### config.mk
export PLATFORM = sky130hd
export DESIGN_NAME = mvau_weight_fetch
export DESIGN_NICKNAME = d
export VERILOG_FILES = /design/src/rtl/mvau_pkg.sv /design/src/rtl/mvau_wfetch_fifo.sv /design/src/rtl/mvau_weight_fetch.sv
export SDC_FILE = /design/constraint.sdc
export NUM_CORES = 1
export LEC_CHECK = 0
export CAP_MARGIN = 20
export CORE_UTILIZATION = 53
export CTS_CLUSTER_DIAMETER = 100
export CTS_CLUSTER_SIZE = 20
export DETAILED_ROUTE_END_ITERATION = 8
export GPL_ROUTABILITY_DRIVEN = 1
export GPL_TIMING_DRIVEN = 0
export PLACE_DENSITY_LB_ADDON = 0.3
export SLEW_MARGIN = 10
export SYNTH_ARGS = -nofsm -noshare
export SYNTH_HDL_FRONTEND = slang
export SYNTH_SLANG_ARGS = --single-unit
### constraint.sdc
create_clock -name aclk -period 4.7 [get_ports aclk]
set_input_delay 1.175 -clock aclk [delete_from_list [all_inputs] [get_ports aclk]]
set_output_delay 1.175 -clock aclk [all_outputs]
set_load 0.01 [all_outputs]
### src/rtl/mvau_pkg.sv
// mvau_pkg: types and constants shared by the MVAU weight-fetch files.
//   wword_t  : one weight word (SIMD*TW bits) for the default lane shape
//   wentry_t : a buffered {data, last} stream entry
//   OCC_*    : occupancy codes for the 2-entry re-timing buffer
package mvau_pkg;

   localparam int unsigned MVAU_SIMD = 2;
   localparam int unsigned MVAU_TW   = 1;

   localparam logic [1:0] OCC_EMPTY = 2'd0;
   localparam logic [1:0] OCC_FULL  = 2'd2;

   typedef logic [MVAU_SIMD*MVAU_TW-1:0] wword_t;

   typedef struct packed {
      wword_t data;
      logic   last;
   } wentry_t;

endpackage

### src/rtl/mvau_wfetch_fifo.sv
// mvau_wfetch_fifo: 2-entry register FIFO that absorbs consumer back-pressure.
//   clk, rst : clock, asynchronous active-high reset
//   clr      : synchronous flush, wins over push and pop
//   push     : write din this edge
//   pop      : drop the head entry this edge
//   din      : entry to write (EW bits)
//   head     : oldest entry, straight from a register
//   occ      : number of stored entries (0..2)
module mvau_wfetch_fifo
   import mvau_pkg::*;
#(
   parameter int unsigned EW = 3
) (
   input  logic          clk,
   input  logic          rst,
   input  logic          clr,
   input  logic          push,
   input  logic          pop,
   input  logic [EW-1:0] din,
   output logic [EW-1:0] head,
   output logic [1:0]    occ
);

   logic [EW-1:0] ent0;   // head slot
   logic [EW-1:0] ent1;   // second slot

   always_ff @(posedge clk or posedge rst) begin
      if (rst) begin
         occ  <= OCC_EMPTY;
         ent0 <= '0;
         ent1 <= '0;
      end else if (clr) begin
         occ <= OCC_EMPTY;
      end else begin
         unique case ({push, pop})
            2'b10: begin
               if (occ == OCC_EMPTY) ent0 <= din;
               else                  ent1 <= din;
               occ <= occ + 2'd1;
            end
            2'b01: begin
               ent0 <= ent1;
               occ  <= occ - 2'd1;
            end
            2'b11: begin
               // Simultaneous push/pop: the new entry lands behind whatever
               // survives the pop, so it goes to the head when only one was held.
               if (occ == OCC_FULL) begin
                  ent0 <= ent1;
                  ent1 <= din;
               end else begin
                  ent0 <= din;
               end
            end
            default: ;
         endcase
      end
   end

   assign head = ent0;

   a_no_overflow : assert property (@(posedge clk) disable iff (rst)
      !(push && occ == OCC_FULL));
   a_no_underflow : assert property (@(posedge clk) disable iff (rst)
      !(pop && occ == OCC_EMPTY));

endmodule

### src/rtl/mvau_weight_fetch.sv
// mvau_weight_fetch: weight-memory address generator and ready/valid re-timer
// for one MVAU PE lane.
//   aclk, areset : clock, asynchronous active-high reset
//   clr          : synchronous stream restart (next word delivered is address 0)
//   wmem_addr    : registered read address to the 1-cycle-latency weight memory
//   wmem_data    : memory output for the address presented at the previous edge
//   wf_tdata     : weight word
//   wf_tvalid    : word available
//   wf_tready    : consumer accepts the word
//   wf_tlast     : word came from address WMEM_DEPTH-1
// WMEM_DEPTH must be >= 2 and fit in WMEM_ADDR_BW bits.
module mvau_weight_fetch
   import mvau_pkg::*;
#(
   parameter int unsigned SIMD         = 2,
   parameter int unsigned TW           = 1,
   parameter int unsigned WMEM_DEPTH   = 4,
   parameter int unsigned WMEM_ADDR_BW = 4
) (
   input  logic                    aclk,
   input  logic                    areset,
   input  logic                    clr,
   output logic [WMEM_ADDR_BW-1:0] wmem_addr,
   input  logic [SIMD*TW-1:0]      wmem_data,
   output logic [SIMD*TW-1:0]      wf_tdata,
   output logic                    wf_tvalid,
   input  logic                    wf_tready,
   output logic                    wf_tlast
);

   typedef struct packed {
      logic [SIMD*TW-1:0] data;
      logic               last;
   } entry_t;

   localparam logic [WMEM_ADDR_BW-1:0] LAST_ADDR = WMEM_ADDR_BW'(WMEM_DEPTH - 1);

   logic       rd_vld;     // read issued last edge returns data this cycle
   logic       last_tag;   // last flag travelling alongside the in-flight read
   logic       rd_en;
   logic       pop;
   logic [1:0] occ;
   logic [2:0] demand;
   entry_t     din;
   entry_t     head;

   assign pop = wf_tvalid & wf_tready;

   // Issue a read only if the buffer can still take it once everything
   // already stored or in flight is counted, net of this cycle's pop.
   assign demand = 3'(occ) + 3'(rd_vld) - 3'(pop);
   assign rd_en  = !clr && (demand < {1'b0, OCC_FULL});

   always_ff @(posedge aclk or posedge areset) begin
      if (areset) begin
         wmem_addr <= '0;
         rd_vld    <= 1'b0;
         last_tag  <= 1'b0;
      end else if (clr) begin
         wmem_addr <= '0;
         rd_vld    <= 1'b0;
      end else if (rd_en) begin
         rd_vld    <= 1'b1;
         last_tag  <= (wmem_addr == LAST_ADDR);
         wmem_addr <= (wmem_addr == LAST_ADDR) ? '0 : wmem_addr + 1'b1;
      end else begin
         rd_vld <= 1'b0;
      end
   end

   always_comb begin
      din      = '0;
      din.data = wmem_data;
      din.last = last_tag;
   end

   mvau_wfetch_fifo #(
      .EW($bits(entry_t))
   ) u_fifo (
      .clk  (aclk),
      .rst  (areset),
      .clr  (clr),
      .push (rd_vld),
      .pop  (pop),
      .din  (din),
      .head (head),
      .occ  (occ)
   );

   assign wf_tvalid = (occ != OCC_EMPTY);
   assign wf_tdata  = head.data;
   assign wf_tlast  = head.last;

endmodule

=== Yosys cells after proc, flatten, opt, wreduce, memory -nomap -nowiden ===
Index checks and enable logic that the tools add are counted.

* ROM bits: 0
* Memory bits (writable): 0
* Bits in registers: 14
* Memories kept: 0
* Bits in latches: 0
* Input bits: 6
* Output and inout bits: 8

* Reductions and logical operators: 11
* Bitwise operators: 2
* Add/sub/neg operators: 5
* Shift-type cells: 0
* Multiplexer cells: 13
* Divide/modulo/power cells: 0
* Equal/unequal tests: 8
* Multipliers: 0
* Order comparisons: 1

{| class="wikitable"
|+ Operator list
! cell !! count
|-
| 3-bit 2-to-1 mux || 4
|-
| 4-bit 2-to-1 mux || 3
|-
| 3-bit case mux with 3 select lines || 1
|-
| 2-bit == test (second input constant) || 3
|-
| 3-bit case mux with 2 select lines || 1
|-
| 2-bit nonzero test || 3
|-
| 3-bit nonzero test || 2
|-
| 4-bit by 1-bit adder with 4-bit output (second input constant) || 1
|-
| 4-bit by 2-bit == test with 1-bit output (second input constant) || 1
|-
| 2-bit by 1-bit inequality test with 1-bit output (second input constant) || 2
|-
| 2-bit case mux with 2 select lines || 1
|-
| 4-bit AND reduction || 1
|-
| 2-bit by 1-bit adder with 3-bit output || 1
|-
| 3-bit by 2-bit less-than comparator with 1-bit output (second input constant) || 1
|-
| 3-bit AND reduction || 1
|-
| 3-bit by 1-bit subtractor with 3-bit output || 1
|-
| 2-bit by 1-bit adder with 2-bit output (second input constant) || 1
|-
| 2-bit by 1-bit == test with 1-bit output (second input constant) || 1
|-
| 2-bit logical NOT || 1
|-
| 1-bit 2-to-1 mux || 2
|-
| 2-bit 2-to-1 mux || 1
|-
| 2-bit inequality test (second input constant) || 1
|-
| 2-bit AND reduction || 1
|-
| 2-bit by 1-bit subtractor with 2-bit output (second input constant) || 1
|-
| other kinds (4) || 4
|}

=== Longest topological paths before layout ===
Gate-level depths: netlist (run 1).

* Depth in word-level cells: 7
* Mapped depth: 6
* Mapped depth without buffers: 6

=== Modules after synthesis ===
A second synthesis (run 1) with hierarchy kept.

* Cell total of the unflattened synthesis: 71
* Area, all modules: 744.5 um^2

{| class="wikitable"
|+ Modules (own cells, without submodules)
! module !! cells an instance !! seq. area each (um^2) !! times used !! area each (um^2)
|-
| mvau_wfetch_fifo || 37 || 200.2 || 1 || 396.6
|-
| mvau_weight_fetch || 34 || 150.1 || 1 || 347.8
|}

=== Worst setup path after synthesis (run 1) ===
No wires, ideal clock.

* Path type: input -> register
* From: input wf_tready
* To: register wmem_addr[3]
* Cell stages on the path: 6
* Setup slack: 1.900 ns
* Path buffers: 0
* Arrival: 2.723 ns
* Cells stage by stage: and3b_2 -> o21ai_0 -> fa_1 -> inv_1 -> or4_1 -> a21oi_1

* Cells in the longest elaborated chain, start to end: 5

{| class="wikitable"
|+ RTL lines
! what !! line !! source
|-
| from (decl) || mvau_weight_fetch.sv:27 || <nowiki>input logic wf_tready,</nowiki>
|-
| 1-bit bitwise AND || mvau_weight_fetch.sv:47 || <nowiki>assign pop = wf_tvalid & wf_tready;</nowiki>
|-
| 3-bit by 1-bit subtractor with 3-bit output || mvau_weight_fetch.sv:51 || <nowiki>assign demand = 3'(occ) + 3'(rd_vld) - 3'(pop);</nowiki>
|-
| 3-bit by 2-bit less-than comparator with 1-bit output || mvau_weight_fetch.sv:52 || <nowiki>assign rd_en = !clr && (demand < {1'b0, OCC_FULL});</nowiki>
|-
| 1-bit logical AND || mvau_weight_fetch.sv:52 ||
|-
| 2-bit nonzero test (no source line) || -- ||
|-
| to (signal assigned) || mvau_weight_fetch.sv:65 || <nowiki>wmem_addr <= (wmem_addr == LAST_ADDR) ? '0 : wmem_addr + 1'b1;</nowiki>
|-
| to (decl) || mvau_weight_fetch.sv:23 || <nowiki>output logic [WMEM_ADDR_BW-1:0] wmem_addr,</nowiki>
|}

No other way between the ends.
A chain may end at the register's enable or synchronous reset.

=== Final worst setup path (run 1) ===
* From: input wf_tready
* To: register wmem_addr[0]

Same word-level chain as after synthesis.

==> results of run 1 <==
==> routing by layer <==
metal / vias up / GRT usage / share of wire
met5: - / 0 / 0
met4: 0 / 0.05000 / 0.0063
met3: 2 / 0.08333 / 0.040
met2: 14 / 0.4315 / 0.54
met1: 315 / 0.2770 / 0.42
li1: 312 / - / -
==> stage by stage <==
| stage | util | setup WS [ns] |
|---|---|---|
| 3_3_place_gp | 0.6857 | 1.210 |
| 3_5_place_dp | 0.6857 | 1.124 |
| 4_1_cts | 0.7129 | 1.399 |
| 2_1_floorplan | - | 1.900 |
| 5_1_grt | 0.7129 | 1.334 |
| 6_report | 0.7129 | 1.394 |
==> where the power goes <==
| part | internal [mW] | switching (mW) |
|---|---|---|
| Clock | 0.0471 | 0.0385 |
| Sequential | 0.145 | 0.0165 |
| Combinational | 0.0537 | 0.0469 |
==> registers in the layout (all words and copies together) (netlist names) <==
signal / flops
u_fifo.occ: 2
rd_vld: 1
last_tag: 1
u_fifo.ent1: 3
u_fifo.head: 3
wmem_addr: 4
==> path summary, 6_finish.rpt <==
kind / depth (start not counted) / end / from
worst max-delay path: 7 / wmem_addr[0] / wf_tready
worst min-delay path: 1 / u_fifo.ent1[1] / u_fifo.ent1[1]
worst max register to register: 6 / wmem_addr[0] / u_fifo.occ[1]
worst min register to register: 1 / u_fifo.ent1[1] / u_fifo.ent1[1]
max in group asynchronous: 2 / u_fifo.ent1[0] / areset
min in group asynchronous: 2 / rd_vld / areset
==> cell type report <==
class,instances,share of cell area
multi-input combinational,51,0.4092
sequential,14,0.3684
timing repair buffer,12,0.1263
clock buffer,4,0.03816
inverter,7,0.02763
tap,15,0.01974
buffer,2,0.01053
==> logic make-up after synthesis <==
family                     Yosys count  synth area share
buffers and inverters                9           0.04676
AOI/OAI and AO/OA                   25            0.2194
xor gates and xnor gates             1           0.02097
muxes                                4           0.05806
and+or+nand+nor                     19            0.1613
DFF                                 14            0.4516
adders and majority gates            2           0.04193
==> synthesized netlist by cell type (all sizes together) <==
library cell	n
nor2	2
a21oi	4
a211oi	3
a21boi	1
o21ai	7
nand3b	1
and4	1
nor3b	2
a21bo	1
nor3	2
nor2b	2
o41ai	1
o31ai	1
and3b	1
nand3	4
o2111ai	1
xor2	1
fa	1
a21o	1
a2111oi	1
nand2	1
o311ai	1
inv	7
or4	2
ha	1
dfrtp	14
clkbuf	1
mux2	4
a31oi	3
buf	1
nor4b	1
==> critical path, cell delays in order <==
cell             delay (ns)
clkdlybuf4s50_1        0.57
and3b_2                0.25
o21ai_0                0.13
fa_1                   0.54
inv_1                  0.14
or4_1                  0.55
a21oi_1                0.16
==> summary.md, run 1 <==
| Metric | Value |
|---|---|
| Status | complete, no violations |
| Total number of H-tree levels | 1 |
| Number of global-route vias before repair | 596 |
| Vias | 643 |
| Synth Area per Inst | 10.48 µm² |
| Synth warnings | 0 |
| Die Footprint | 1620 µm² |
| Reg area | 350.3 µm² |
| Drt initial violations | 12 |
| VDD IR max | 0.2896 mV |
| Area of the multi-input gates | 389.1 µm² |
| Hold_buf cts | 0 |
| Post-place instance area | 914.6 µm² |
| First-pass GRT wire length | 2504 µm |
| Die Wd | 40.26 µm |
| Commonest cells after routing, fill and taps aside | dfrtp_1, clkdlybuf4s50_1, o21ai_0, inv_1 |
| Final TNS setup | 0 ns |
| Final period util | 0.7034 |
| Synth unique cells | 33 |
| Share of cells above drive strength 1 | 0.1889 |
| Synth Net Count | 82 |
| Placed cells | 101 |
| Grt total ovfl | 0 |
| Share of the synthesized area in the top cell type | 0.4516 |
| Inserted Clock Buffers | 3 |
| Worst slew pin tran | 0.7262 ns |
| Port Buffer Count | 12 |
| Initial antenna violation count | 0 |
| Synthesis-to-finish area growth | 22.58% |
| Normalized max-slew margin | 0.5091 |
| Post-CTS Resized | 0 |
| Hold Vio Cnt, Final | 0 |
| Worst Skew | 0.001791 ns |
| Effective utilization at floorplan | 0.5816 |
| #FFs+latches synth | 14 |
| Filler cells | 105 |
| Gpl congestion | 0.6875 |
| Core area | 1334 µm² |
| First-pass DRT Iterations | 4 |
| Global-route usage over all layers | 0.2412 |
| Startpoint types | input pin |
| Post-CTS Setup Repair Bufs | 0 |
| Most common cell after layout, fill and taps aside | dfrtp_1 |
| Flop2flop setup slack | 2.29 ns |
| Design area | 950.9 µm² |
| Worst-skew pair later-pin latency | 0.28 ns |
| Longest Clk Path Bufs | 2 |
| Register area share after synthesis | 0.4516 |
| Fmax | 302.5 MHz |
| Drt total wl | 1594 µm |
| Total power | 0.3473 mW |
| Max cap viols | 0 |
| Final non-filler cell total | 105 |
| FP Rows | 13 |
| Clk Tree Root Cell | clkbuf_4 |
| Pwr Density | 365.2 nW/µm² |
| CP arrival | 3.51 ns |
| RSZ-0062 raised after global routing | no |
| Die Y-Extent | 40.26 µm |
| Worst hold margin | 0.5219 ns |
| I/O pins | 14 |
| Critical path type | in2reg |
| Worst-path maximum fanout | 8 |
| Clock-pin slew on the worst setup and hold paths | 0.08 ns |
| Crit path capture type | register |
| Final nets | 99 |
| Synth Instances | 74 |
| Post-route DRC violation count | 0 |
| TritonCTS clock tree | built |
| Vias/cell | 6.124 |
| Max-slew violations | 0 |
| Final Critical Period | 3.306 ns |
| Static Leakage | 0.4084 nW |
| CP required | 4.90 ns |
| Ant diodes | 0 |
| WL/cell | 15.18 µm |
| Mapped cell area | 775.7 µm² |
| Hold Crit Class | reg2reg |
| Clock Sinks | 14 |
| Top cells by area, synth | dfrtp_1, mux2_2, o21ai_0 |
| Antenna Nets Post-Route | 0 |
| Post-synth top area cell | dfrtp_1 |
| Setup violators final | 0 |
| Largest net degree at the start of global routing | 15 |
| Final HPWL from detailed placement | 1174 µm |
Note: power is estimated with default switching activity, not from simulation.
==> inputs of run 2 (changes only) <==
Settings changed: CORE_UTILIZATION 53 to 50.
Clock period 4.7 ns to 3.3 ns, I/O delays scaled along.
==> summary.md, run 2 (synthesis gave the netlist of run 1 again) <==
| Metric | Value |
|---|---|
| Status | complete, no violations |
| Post-route DRC violation count | 0 |
| Vias | 630 |
| Hold Vio Cnt, Final | 0 |
| WL/cell | 14.65 µm |
| Worst-path maximum fanout | 8 |
| Crit path capture type | register |
| Die Y-Extent | 41.39 µm |
| FP Rows | 13 |
| I/O pins | 14 |
| Pwr Density | 523.4 nW/µm² |
| Startpoint types | input pin |
| Pint | 0.3500 mW |
| CP arrival | 3.11 ns |
| Worst Skew | 0.003521 ns |
| Final period util | 0.8775 |
| Most common cell after layout, fill and taps aside | dfrtp_1 |
| Port Buffer Count | 12 |
| Commonest cells after routing, fill and taps aside | dfrtp_1, clkdlybuf4s50_1, o21ai_0, inv_1 |
| CP required | 3.51 ns |
| Share of cells above drive strength 1 | 0.1889 |
| Grt total ovfl | 0 |
| Worst-skew pair later-pin latency | 0.28 ns |
| Drt initial violations | 9 |
| First-pass DRT Iterations | 4 |
| Total number of H-tree levels | 1 |
| RSZ-0062 raised after global routing | no |
| Sw power | 0.1477 mW |
| Placement Setup Slack | 0.1249 ns |
| Switching share of power | 0.2968 |
| VDD IR max | 0.2944 mV |
| Most flops, register | wmem_addr |
| Antenna Nets Post-Route | 0 |
| Die Wd | 41.39 µm |
| Drt total wl | 1538 µm |
| Fmax | 345.4 MHz |
| Longest Clk Path Bufs | 2 |
| Ant diodes | 0 |
| Final WS setup | 0.4044 ns |
| First-pass GRT wire length | 2428 µm |
| Global-route usage over all layers | 0.2205 |
| Hold_buf cts | 0 |
| Final Util | 0.6960 |
| Setup violators final | 0 |
| Synthesis-to-finish area growth | 22.58% |
| Vias/cell | 6.000 |
| Gpl congestion | 0.7066 |
| Clock Sinks | 14 |
| Critical path type | in2reg |
| Core area | 1366 µm² |
| Die Footprint | 1713 µm² |
| Largest net degree at the start of global routing | 15 |
| Initial antenna violation count | 0 |
| Effective utilization at floorplan | 0.5678 |
| Max reg flops | 4 |
| Inserted Clock Buffers | 3 |
| TritonCTS clock tree | built |
| Post-CTS Setup Repair Bufs | 0 |
| Hold Crit Class | reg2reg |
| Combinational power share | 0.289 |
| Number of global-route vias before repair | 564 |
| Clock-pin slew on the worst setup and hold paths | 0.09 ns |
| Static Leakage | 0.4084 nW |
| Final TNS setup | 0 ns |
| Post-CTS Resized | 0 |
| Max cap viols | 0 |
| Final nets | 99 |
| Worst slew pin tran | 0.6286 ns |
| Max-slew violations | 0 |
| Clock power share | 0.251 |
| Clk Tree Root Cell | clkbuf_4 |
| Final HPWL from detailed placement | 1119 µm |
| Final Critical Period | 2.896 ns |
| Normalized max-slew margin | 0.5750 |
| Sequential power share | 0.461 |
## run 2: cell counts in the layout (fill, tap and decap cells not counted)
No cell type changed its count.
## run 2: final timing paths
kind	startpoint	to	slack [ns]	depth (start not counted)
min in group asynchronous	areset	wmem_addr[0]	0.88	2
setup / recovery	wf_tready	wmem_addr[3]	0.40	7
max in group asynchronous	areset	u_fifo.occ[0]	2.06	2
setup reg to reg	u_fifo.occ[1]	wmem_addr[3]	0.92	6
hold reg to reg	u_fifo.ent1[0]	u_fifo.ent1[0]	0.52	1
hold / removal	u_fifo.ent1[0]	u_fifo.ent1[0]	0.52	1
## run 2: power by group through the flow
stage / registers [mW] / logic (mW) / clock network, mW
finish: 0.229 / 0.144 / 0.125
global route: 0.235 / 0.157 / 0.134
CTS: 0.230 / 0.145 / 0.127
detailed placement: 0.233 / 0.144 / 0
global placement: 0.231 / 0.139 / 0
floorplan: 0.237 / 0.0751 / 0
## run 2: layout make-up
cell class / instances / area (µm²)
fill: 106 / 415.4
multi-input combinational: 51 / 389.1
sequential: 14 / 350.3
timing repair buffer: 12 / 120.1
clock buffer: 4 / 36.28
inverter: 7 / 26.28
tap: 15 / 18.77
buffer: 2 / 10.01
## run 2: routing by layer
| layer | vias to the layer above | global-route usage | share of wire |
|---|---|---|---|
| met4 | 0 | 0.1210 | 0.022 |
| met2 | 11 | 0.3477 | 0.48 |
| met5 | - | 0 | 0 |
| li1 | 312 | - | - |
| met1 | 302 | 0.2896 | 0.47 |
| met3 | 5 | 0.03191 | 0.029 |
## run 2: critical path, stage by stage
cell and delay, ns:
clkdlybuf4s50_1 0.55, and3b_2 0.24, o21ai_0 0.13, fa_1 0.54
inv_1 0.13, or4_1 0.53, a21oi_1 0.15
## run 2: metrics by stage
| step | power, mW | hold slack [ns] | instances | instance area (µm²) |
|---|---|---|---|---|
| after global placement | 0.3705 | 0.4902 | 101 | 914.6 |
| after CTS | 0.5016 | 0.5257 | 105 | 950.9 |
| after floorplan | 0.3119 | 0.4789 | 74 | 775.7 |
| final | 0.4977 | 0.5241 | 105 | 950.9 |
| after detailed placement | 0.3764 | 0.5030 | 101 | 914.6 |
| after global routing | 0.5255 | 0.5447 | 105 | 950.9 |
